## config.mk

```make
export PLATFORM = sky130hd
export DESIGN_NAME = sounder_pn_gen
export DESIGN_NICKNAME = d
export VERILOG_FILES = /design/src/rtl/sounder_pn_gen.sv
export SDC_FILE = /design/constraint.sdc
export NUM_CORES = 1
export LEC_CHECK = 0
export ABC_AREA = 1
export CORE_ASPECT_RATIO = 0.6
export CORE_UTILIZATION = 55
export DETAILED_ROUTE_END_ITERATION = 10
export PLACE_DENSITY = 0.8
export RECOVER_POWER = 100
export SYNTH_ARGS = -nofsm -noshare
export SYNTH_HDL_FRONTEND = slang
export SYNTH_SLANG_ARGS = --single-unit
```

## constraint.sdc

```tcl
create_clock -name clk_i -period 1.59 [get_ports clk_i]
set_input_delay 0.318 -clock clk_i [delete_from_list [all_inputs] [get_ports clk_i]]
set_output_delay 0.318 -clock clk_i [all_outputs]
set_load 0.02 [all_outputs]
```

## src/rtl/sounder_pn_gen.sv

```systemverilog
// rtl/sounder_pn_gen.sv - Sounder PN chip generator: serial-configured Galois LFSR driving DAC chips
//
// Ports:
//   clk_i        single master clock
//   rst_n_i      synchronous active-low reset
//   ena_i        transmit enable from master control
//   saddr_i      serial register address
//   sdata_i      serial register data
//   s_strobe_i   one-cycle serial write strobe
//   strobe_o     chip strobe to the DAC interface
//   tx_i_o       two's-complement I chip value (+A / -A)
//   tx_q_o       Q value, always zero
//   seq_start_o  marks the strobe carrying chip 0 of each period
module sounder_pn_gen #(
  parameter logic [6:0] ADDR_CTRL = 7'd64,
  parameter logic [6:0] ADDR_POLY = 7'd65,
  parameter logic [6:0] ADDR_LEN  = 7'd66,
  parameter logic [6:0] ADDR_AMPL = 7'd67
) (
  input  logic        clk_i,
  input  logic        rst_n_i,
  input  logic        ena_i,
  input  logic [6:0]  saddr_i,
  input  logic [31:0] sdata_i,
  input  logic        s_strobe_i,
  output logic        strobe_o,
  output logic [13:0] tx_i_o,
  output logic [13:0] tx_q_o,
  output logic        seq_start_o
);

  // configuration registers
  logic        ctrl_run;
  logic [7:0]  div_d;
  logic [15:0] mask;
  logic [15:0] len;
  logic [12:0] ampl;

  // sequence state
  logic [15:0] lfsr;
  logic [15:0] chip_cnt;
  logic [7:0]  div_cnt;

  // chip captured at the chip event, presented on the outputs one edge later
  logic        chip_pend;
  logic        chip_bit;
  logic        chip_first;

  logic        wr_ctrl;
  logic        wr_poly;
  logic        wr_len;
  logic        wr_ampl;
  logic        running;
  logic        restart;
  logic        chip_evt;
  logic [13:0] amp_pos;
  logic [13:0] amp_neg;
  logic        unused_sdata;

  assign wr_ctrl = s_strobe_i && (saddr_i == ADDR_CTRL);
  assign wr_poly = s_strobe_i && (saddr_i == ADDR_POLY);
  assign wr_len  = s_strobe_i && (saddr_i == ADDR_LEN);
  assign wr_ampl = s_strobe_i && (saddr_i == ADDR_AMPL);

  assign running = ctrl_run && ena_i;

  // Any write that changes the sequence shape, or not running, parks the
  // generator at its start point so the next run always begins at chip 0.
  assign restart  = wr_ctrl || wr_poly || wr_len || !running;
  assign chip_evt = !restart && (div_cnt == 8'd0);

  assign amp_pos = {1'b0, ampl};
  assign amp_neg = 14'd0 - amp_pos;

  assign tx_q_o = 14'd0;

  assign unused_sdata = ^{sdata_i[31:16], sdata_i[7:1]};

  always_ff @(posedge clk_i) begin
    if (!rst_n_i) begin
      ctrl_run    <= 1'b0;
      div_d       <= 8'd0;
      mask        <= 16'hB400;
      len         <= 16'd65534;
      ampl        <= 13'd4096;
      lfsr        <= 16'h0001;
      chip_cnt    <= 16'd0;
      div_cnt     <= 8'd0;
      chip_pend   <= 1'b0;
      chip_bit    <= 1'b0;
      chip_first  <= 1'b0;
      strobe_o    <= 1'b0;
      tx_i_o      <= 14'd0;
      seq_start_o <= 1'b0;
    end else begin
      if (wr_ctrl) begin
        ctrl_run <= sdata_i[0];
        div_d    <= sdata_i[15:8];
      end
      if (wr_poly) mask <= sdata_i[15:0];
      if (wr_len)  len  <= sdata_i[15:0];
      if (wr_ampl) ampl <= sdata_i[12:0];

      if (restart) begin
        lfsr     <= 16'h0001;
        chip_cnt <= 16'd0;
        div_cnt  <= 8'd0;
      end else begin
        div_cnt <= (div_cnt == div_d) ? 8'd0 : div_cnt + 8'd1;
        if (div_cnt == 8'd0) begin
          // the last chip of the period reloads the seed instead of shifting
          if (chip_cnt == len) begin
            chip_cnt <= 16'd0;
            lfsr     <= 16'h0001;
          end else begin
            chip_cnt <= chip_cnt + 16'd1;
            lfsr     <= (lfsr >> 1) ^ (lfsr[0] ? mask : 16'h0000);
          end
        end
      end

      chip_pend  <= chip_evt;
      chip_bit   <= lfsr[0];
      chip_first <= (chip_cnt == 16'd0);

      if (!running) begin
        strobe_o    <= 1'b0;
        tx_i_o      <= 14'd0;
        seq_start_o <= 1'b0;
      end else if (chip_pend) begin
        // amplitude is read here so an amplitude write takes effect on the next chip
        strobe_o    <= 1'b1;
        tx_i_o      <= chip_bit ? amp_pos : amp_neg;
        seq_start_o <= chip_first;
      end else begin
        strobe_o    <= 1'b0;
        seq_start_o <= 1'b0;
      end
    end
  end

endmodule

```

==> impl_metrics.ini, run 1 <==
[synth]
syn_avg_cell_area_um2 = 7.05
synth_top_area_cell = dfxtp_1
ys_seq_area_share_pct = 42.8
synth-edff-count = 0
synth_most_common_cell = nand2_1
synthTopCellsByArea = dfxtp_1, nand2_1, nor2_1, o21ai_0, inv_1
synthCells = 750
synth_area_um2 = 5290
synthArstFlopShare_pct = 0
yosysWarnings = 0
synth_cell_type_count = 32
synth_commonest_cells = nand2_1, nor2_1, dfxtp_1
synth_flop_cell = dfxtp_1
yosysTopAreaCellShare_pct = 42.8
ys_seq_elements = 113

[worst_setup_path]
crit_slowest_cell = clkdlybuf4s50_1
startpoint = saddr_i[1]
crit_path_start_kind = primary input
worst-path-buf-inv = 2
cp_top_family = simple AND/OR/NAND/NOR gates
ff2ff_path_depth = 7
r2r-start = div_cnt[7]
arrival_ns = 1.91
rr_endpoint = chip_cnt[9]
max_stage_delay_ns = 0.48
crit_chain = clkdlybuf4s50_1 -> nand3b_1 -> nor2_1 -> nand2_1 -> nand2_2 -> nor2_4 -> nand2_2 -> inv_1 -> nand3_1 -> nand2_1
cp_max_fo = 13
endpoint_kind = register
regToRegSetupSlack_ns = 0.07
cp_data_required_time_ns = 1.94
endpoint = lfsr[14]
path_depth = 10
critical_path_class = primary input to register

[clock_tree]
numCtsBuffers = 17
cts_tree = built
cts_buffer_depth = 2
cts-root-buf = clkbuf_16
clock_latency_ns = 0.42
path_clk_slew_ns = 0.06
ctsHtreeMaxLevel = 4
cts.sinks = 113

[timing]
hold_ws_ns = 0.460
min_period_ns = 1.56
setup_viol = 0
slew_headroom_pct = 62.5
rsz0062_at_grt = yes
fin_crit_sh_pct = 98.0
tightest_slew_ns = 0.562
tns_ns = 0
max_freq_mhz = 642
hold_violations = 0
finClkSkew_ns = 0.0165
setup_slack_ns = 0.0313
final_max_slew_viol_count = 0

[place]
port_buffers = 42
gp_congestion = 0.980
pre_cts_ws_ns = -0.363
dp_hpwl_um = 10400
numPlacedInstances = 943
dpl_cell_area_um2 = 6080

[min_path]
hp-class = register to register
hold_path_startpoint = chip_first
hold_depth = 1

[global_route]
grt_pass1_wl_um = 23800
antenna_found_initial = 0
grt_pass1_vias = 4832
grt.total_usage_pct = 31.6
grt_start_max_net_pins = 55
grt-ovfl-total = 0

[die]
start_util_pct = 57.1
die_height_um = 77.9
die_w_um = 129
die-area_um2 = 10000
io_pins = 73
core_um2 = 9260
fp-row-count = 27

[drt]
drtAntennaViolNets = 0
drt_iter0_markers = 583
wl_per_cell_um = 15.3
drc = 0
first_pass_iters = 5
vias = 5190
vias_per_cell = 5.30
drt-total-wl_um = 15000

[run_status]
status = finished clean

[layout]
final_area_um2 = 6770
drive_gt1_share_pct = 13.4
final_util_pct = 73.1
stdcell_count = 980
n_fill_cell = 741
final_net_count = 886
n_antenna_cell = 0
area_growth_pct = 28.1

[power]
irDropWorstVdd_mv = 0.957
p_total_mw = 6.75
leakage_nw = 3.16
powerDensity_nw_per_um2 = 998

[job]
maxCapViolCount = 0
-- registers in the layout (all words and copies together), names as in the netlist --
name and cells:
chip_cnt 16, len 16, lfsr 16, mask 16, tx_i_o 14, ampl 13, div_cnt 8, div_d 8
chip_bit 1, chip_first 1, chip_pend 1, ctrl_run 1, seq_start_o 1, strobe_o 1
-- repair_timing --
| item | CTS | global route |
|---|---|---|
| pin swaps | 2 | 5 |
| resized for setup | 20 | 28 |
| hold buffers | 0 | 0 |
| setup buffers | 3 | 3 |
| endpoints found under the setup margin | 43 | 41 |
-- per-layer routing --
layer	GRT usage, %	part of all wire, %
met1	44.0	47
met2	46.1	42
met3	9.38	8.6
met4	10.6	1.8
met5	0	0
-- worst reg2reg max path: cells and delay by family, from the launching register on --
| kind | cells | cell delay [ns] |
|---|---|---|
| XOR/XNOR | 1 | 0.19 |
| flip-flops | 1 | 0.31 |
| AND/OR/NAND/NOR | 6 | 0.92 |
-- where the power goes --
group          switching, mW  internal [mW]  total, mW
Clock                   1.31           2.36       3.67
Sequential           0.00515           2.84       2.85
Combinational          0.141         0.0900      0.231
Total                   1.46           5.29       6.75
-- worst min path at each step --
| stage | slack [ns] | end |
|---|---|---|
| after global placement | 0.45 | tx_i_o[0] |
| after CTS | 0.46 | tx_i_o[0] |
| after floorplan | 0.44 | tx_i_o[0] |
| after global routing | 0.47 | seq_start_o |
| final | 0.46 | seq_start_o |
| after detailed placement | 0.45 | tx_i_o[0] |
-- layout by cell type, fill, tap and decap left out, types with 17 or more instances in the layout --
cell type / instances
o211ai_1: 20
nand3_1: 28
a21oi_1: 32
nor2_1: 108
xor2_1: 27
o21ai_0: 65
clkdlybuf4s50_1: 26
buf_4: 46
inv_1: 83
dfxtp_1: 106
nand2_1: 166
clkbuf_16: 17
-- kinds of logic after synthesis --
logic type	Yosys count	share of synthesized area, %
xor+xnor	38	6.30
compound gates	125	12.9
other cells	1	0.0710
simple gates	337	26.0
flops	113	42.8
fa+ha+maj	5	1.18
buf+inv	131	10.7
-- area by class of cell --
class | instances | area [um2] | share of cell area (%)
inverters | 91 | 348 | 5.14
repair buffers | 96 | 840 | 12.4
well taps | 130 | 163 | 2.40
multi-input cells | 519 | 2570 | 38.0
clock buffers | 21 | 460 | 6.80
clock inverters | 10 | 111 | 1.65
flip-flops and latches | 113 | 2270 | 33.6
Power figures use the tool's default switching activity.
==> run 2, diff against run 1 <==
CORE_UTILIZATION = 57   (was 55)
CTS_BUF_LIST = sky130_fd_sc_hd__clkbuf_8   (was unset)
PLACE_DENSITY = 0.83   (was 0.8)
==> run 2 against run 1 <==
Compared with the run above:
- cell count is 2.1% lower
- sequential share of layout area is 0.36 points higher
- global-route usage is 0.47 points higher
- die area is 3.4% lower
- total power is 4.3% lower
- first-iteration DRC count is 16% lower
==> impl_metrics.ini, run 2 (synthesized netlist as in run 1, its figures left out) <==
[run_status]
status = finished clean

[drt]
drtAntennaViolNets = 0
vias = 5204
wl_per_cell_um = 15.6
vias_per_cell = 5.43
drt_iter0_markers = 492
drt-total-wl_um = 15000
first_pass_iters = 5
drc = 0

[worst_setup_path]
arrival_ns = 1.93
startpoint = div_cnt[1]
cp_data_required_time_ns = 1.96
crit_slowest_cell = dfxtp_2
crit_top_cell = nand2_4
regToRegSetupSlack_ns = 0.03
r2r-start = div_cnt[1]
rr_endpoint = lfsr[9]
endpoint_kind = register
crit_path_start_kind = register
critical_path_class = register to register
crit_chain = inv_2 -> ha_4 -> nand2_4 -> nor2_4 -> buf_6 -> buf_4 -> nand2_4 -> clkbuf_16 -> o21ai_1
endpoint = lfsr[9]
cp_max_fo = 6
ff2ff_path_depth = 9
max_stage_delay_ns = 0.33

[timing]
tns_ns = 0
min_period_ns = 1.56
final_max_slew_viol_count = 0
tightest_slew_ns = 0.514
setup_viol = 0
rsz0062_at_grt = yes
finClkSkew_ns = 0.0113
hold_violations = 0
slew_headroom_pct = 65.7
fin_crit_sh_pct = 98.1
max_freq_mhz = 641

[clock_tree]
numCtsBuffers = 17
ctsHoldBuffers = 0
cts_tree = built
clock_latency_ns = 0.44
cts.sinks = 113
ctsHtreeMaxLevel = 4
path_clk_slew_ns = 0.07
cts-root-buf = clkbuf_8
cts_buffer_depth = 2

[global_route]
grt.total_usage_pct = 32.0
grt_pass1_vias = 4871
grt-ovfl-total = 0
grt_pass1_wl_um = 23600
grt_start_max_net_pins = 57
antenna_found_initial = 0

[die]
io_pins = 73
start_util_pct = 60.4
core_um2 = 8750
die-area_um2 = 9670
die_height_um = 76.6
fp-row-count = 26
die_w_um = 126

[layout]
final_common_cell = nand2_1
n_fill_cell = 599
drive_gt1_share_pct = 14.8
final_net_count = 882
multi_input_area_um2 = 2630
n_antenna_cell = 0
ff_latch_area_um2 = 2280
most-common-layout-cells = nand2_1, nor2_1, dfxtp_1
area_growth_pct = 27.1
final_area_um2 = 6720

[power]
leakage_nw = 3.16
powerDensity_nw_per_um2 = 961
irDropWorstVdd_mv = 0.605

[job]
maxCapViolCount = 0

[place]
dpl_cell_area_um2 = 6050
port_buffers = 42
gp_congestion = 0.940
dp_hpwl_um = 10400

[min_path]
hp-class = register to register
-- run 2: cell count changes in the layout (fill, tap and decap cells not counted), sizes merged --
cell / before / now
clkinvlp: 4 / 2
clkdlybuf4s50: 26 / 25
clkinv: 7 / 5
inv: 88 / 89
bufinv: 2 / 6
buf: 51 / 46
clkbuf: 24 / 25
dlygate4sd3: 0 / 1
-- run 2: area by class of cell --
class / instances / share of cell area, %
Timing Repair Buffer: 92 / 12.3
Sequential cell: 113 / 33.9
Clock inverter: 11 / 3.07
Tap cell: 112 / 2.09
Inverter: 91 / 5.18
Multi-Input combinational cell: 519 / 39.1
Clock buffer: 21 / 4.30
-- run 2: worst min path at each step --
stage	start	endpoint	slack, ns	cells after the start
6_report	tx_i_o[0]	tx_i_o[0]	0.46	2
5_1_grt	tx_i_o[0]	tx_i_o[0]	0.48	2
4_1_cts	tx_i_o[0]	tx_i_o[0]	0.47	2
3_5_place_dp	tx_i_o[0]	tx_i_o[0]	0.46	2
3_3_place_gp	tx_i_o[0]	tx_i_o[0]	0.45	2
2_1_floorplan	ampl[0]	tx_i_o[0]	0.44	2
-- run 2: repair_timing --
action	4_1_cts	5_1_grt
endpoints found under the setup margin	30	39
gates resized for setup	22	51
gates cloned	0	1
setup buffers	0	3
pin swaps	2	10
-- run 2: layer usage --
metal | part of all wire (%) | wire length (um) | GRT usage, % | up-vias
met1 | 46 | 6900 | 42.6 | 2444
met3 | 7.8 | 1170 | 9.48 | 17
li1 | - | - | - | 2518
met2 | 45 | 6760 | 49.0 | 225
met4 | 0.99 | 148 | 12.0 | 0
met5 | 0 | 0 | 0 | -
-- run 2: per-stage QoR --
stage	power (mW)	hold WS, ns	utilization [%]	setup slack [ns]	cells
2_1_floorplan	3.03	0.436	-	0.158	763
3_3_place_gp	3.12	0.454	69.2	-0.329	923
3_5_place_dp	3.12	0.458	69.2	-0.311	923
4_1_cts	6.45	0.467	74.8	0.0126	955
5_1_grt	6.63	0.475	76.8	-0.0726	959
6_report	6.46	0.464	76.8	0.0305	959
-- run 2: worst max-delay path: cells and delay by family, from the launching register on --
kind	cells	cell delay, ns
buffers and inverters	4	0.54
AND/OR/NAND/NOR	3	0.35
flip-flops	1	0.33
adder cells (fa/ha/maj)	1	0.14
AO/OA/AOI/OAI	1	0.13
-- run 2: power by group --
group	total, mW	switching [mW]	internal, mW	leakage, nW
Combinational	0.221	0.134	0.0873	1.99
Clock	3.40	1.22	2.18	0.253
Sequential	2.84	0.00572	2.84	0.919
Total	6.46	1.36	5.10	3.16
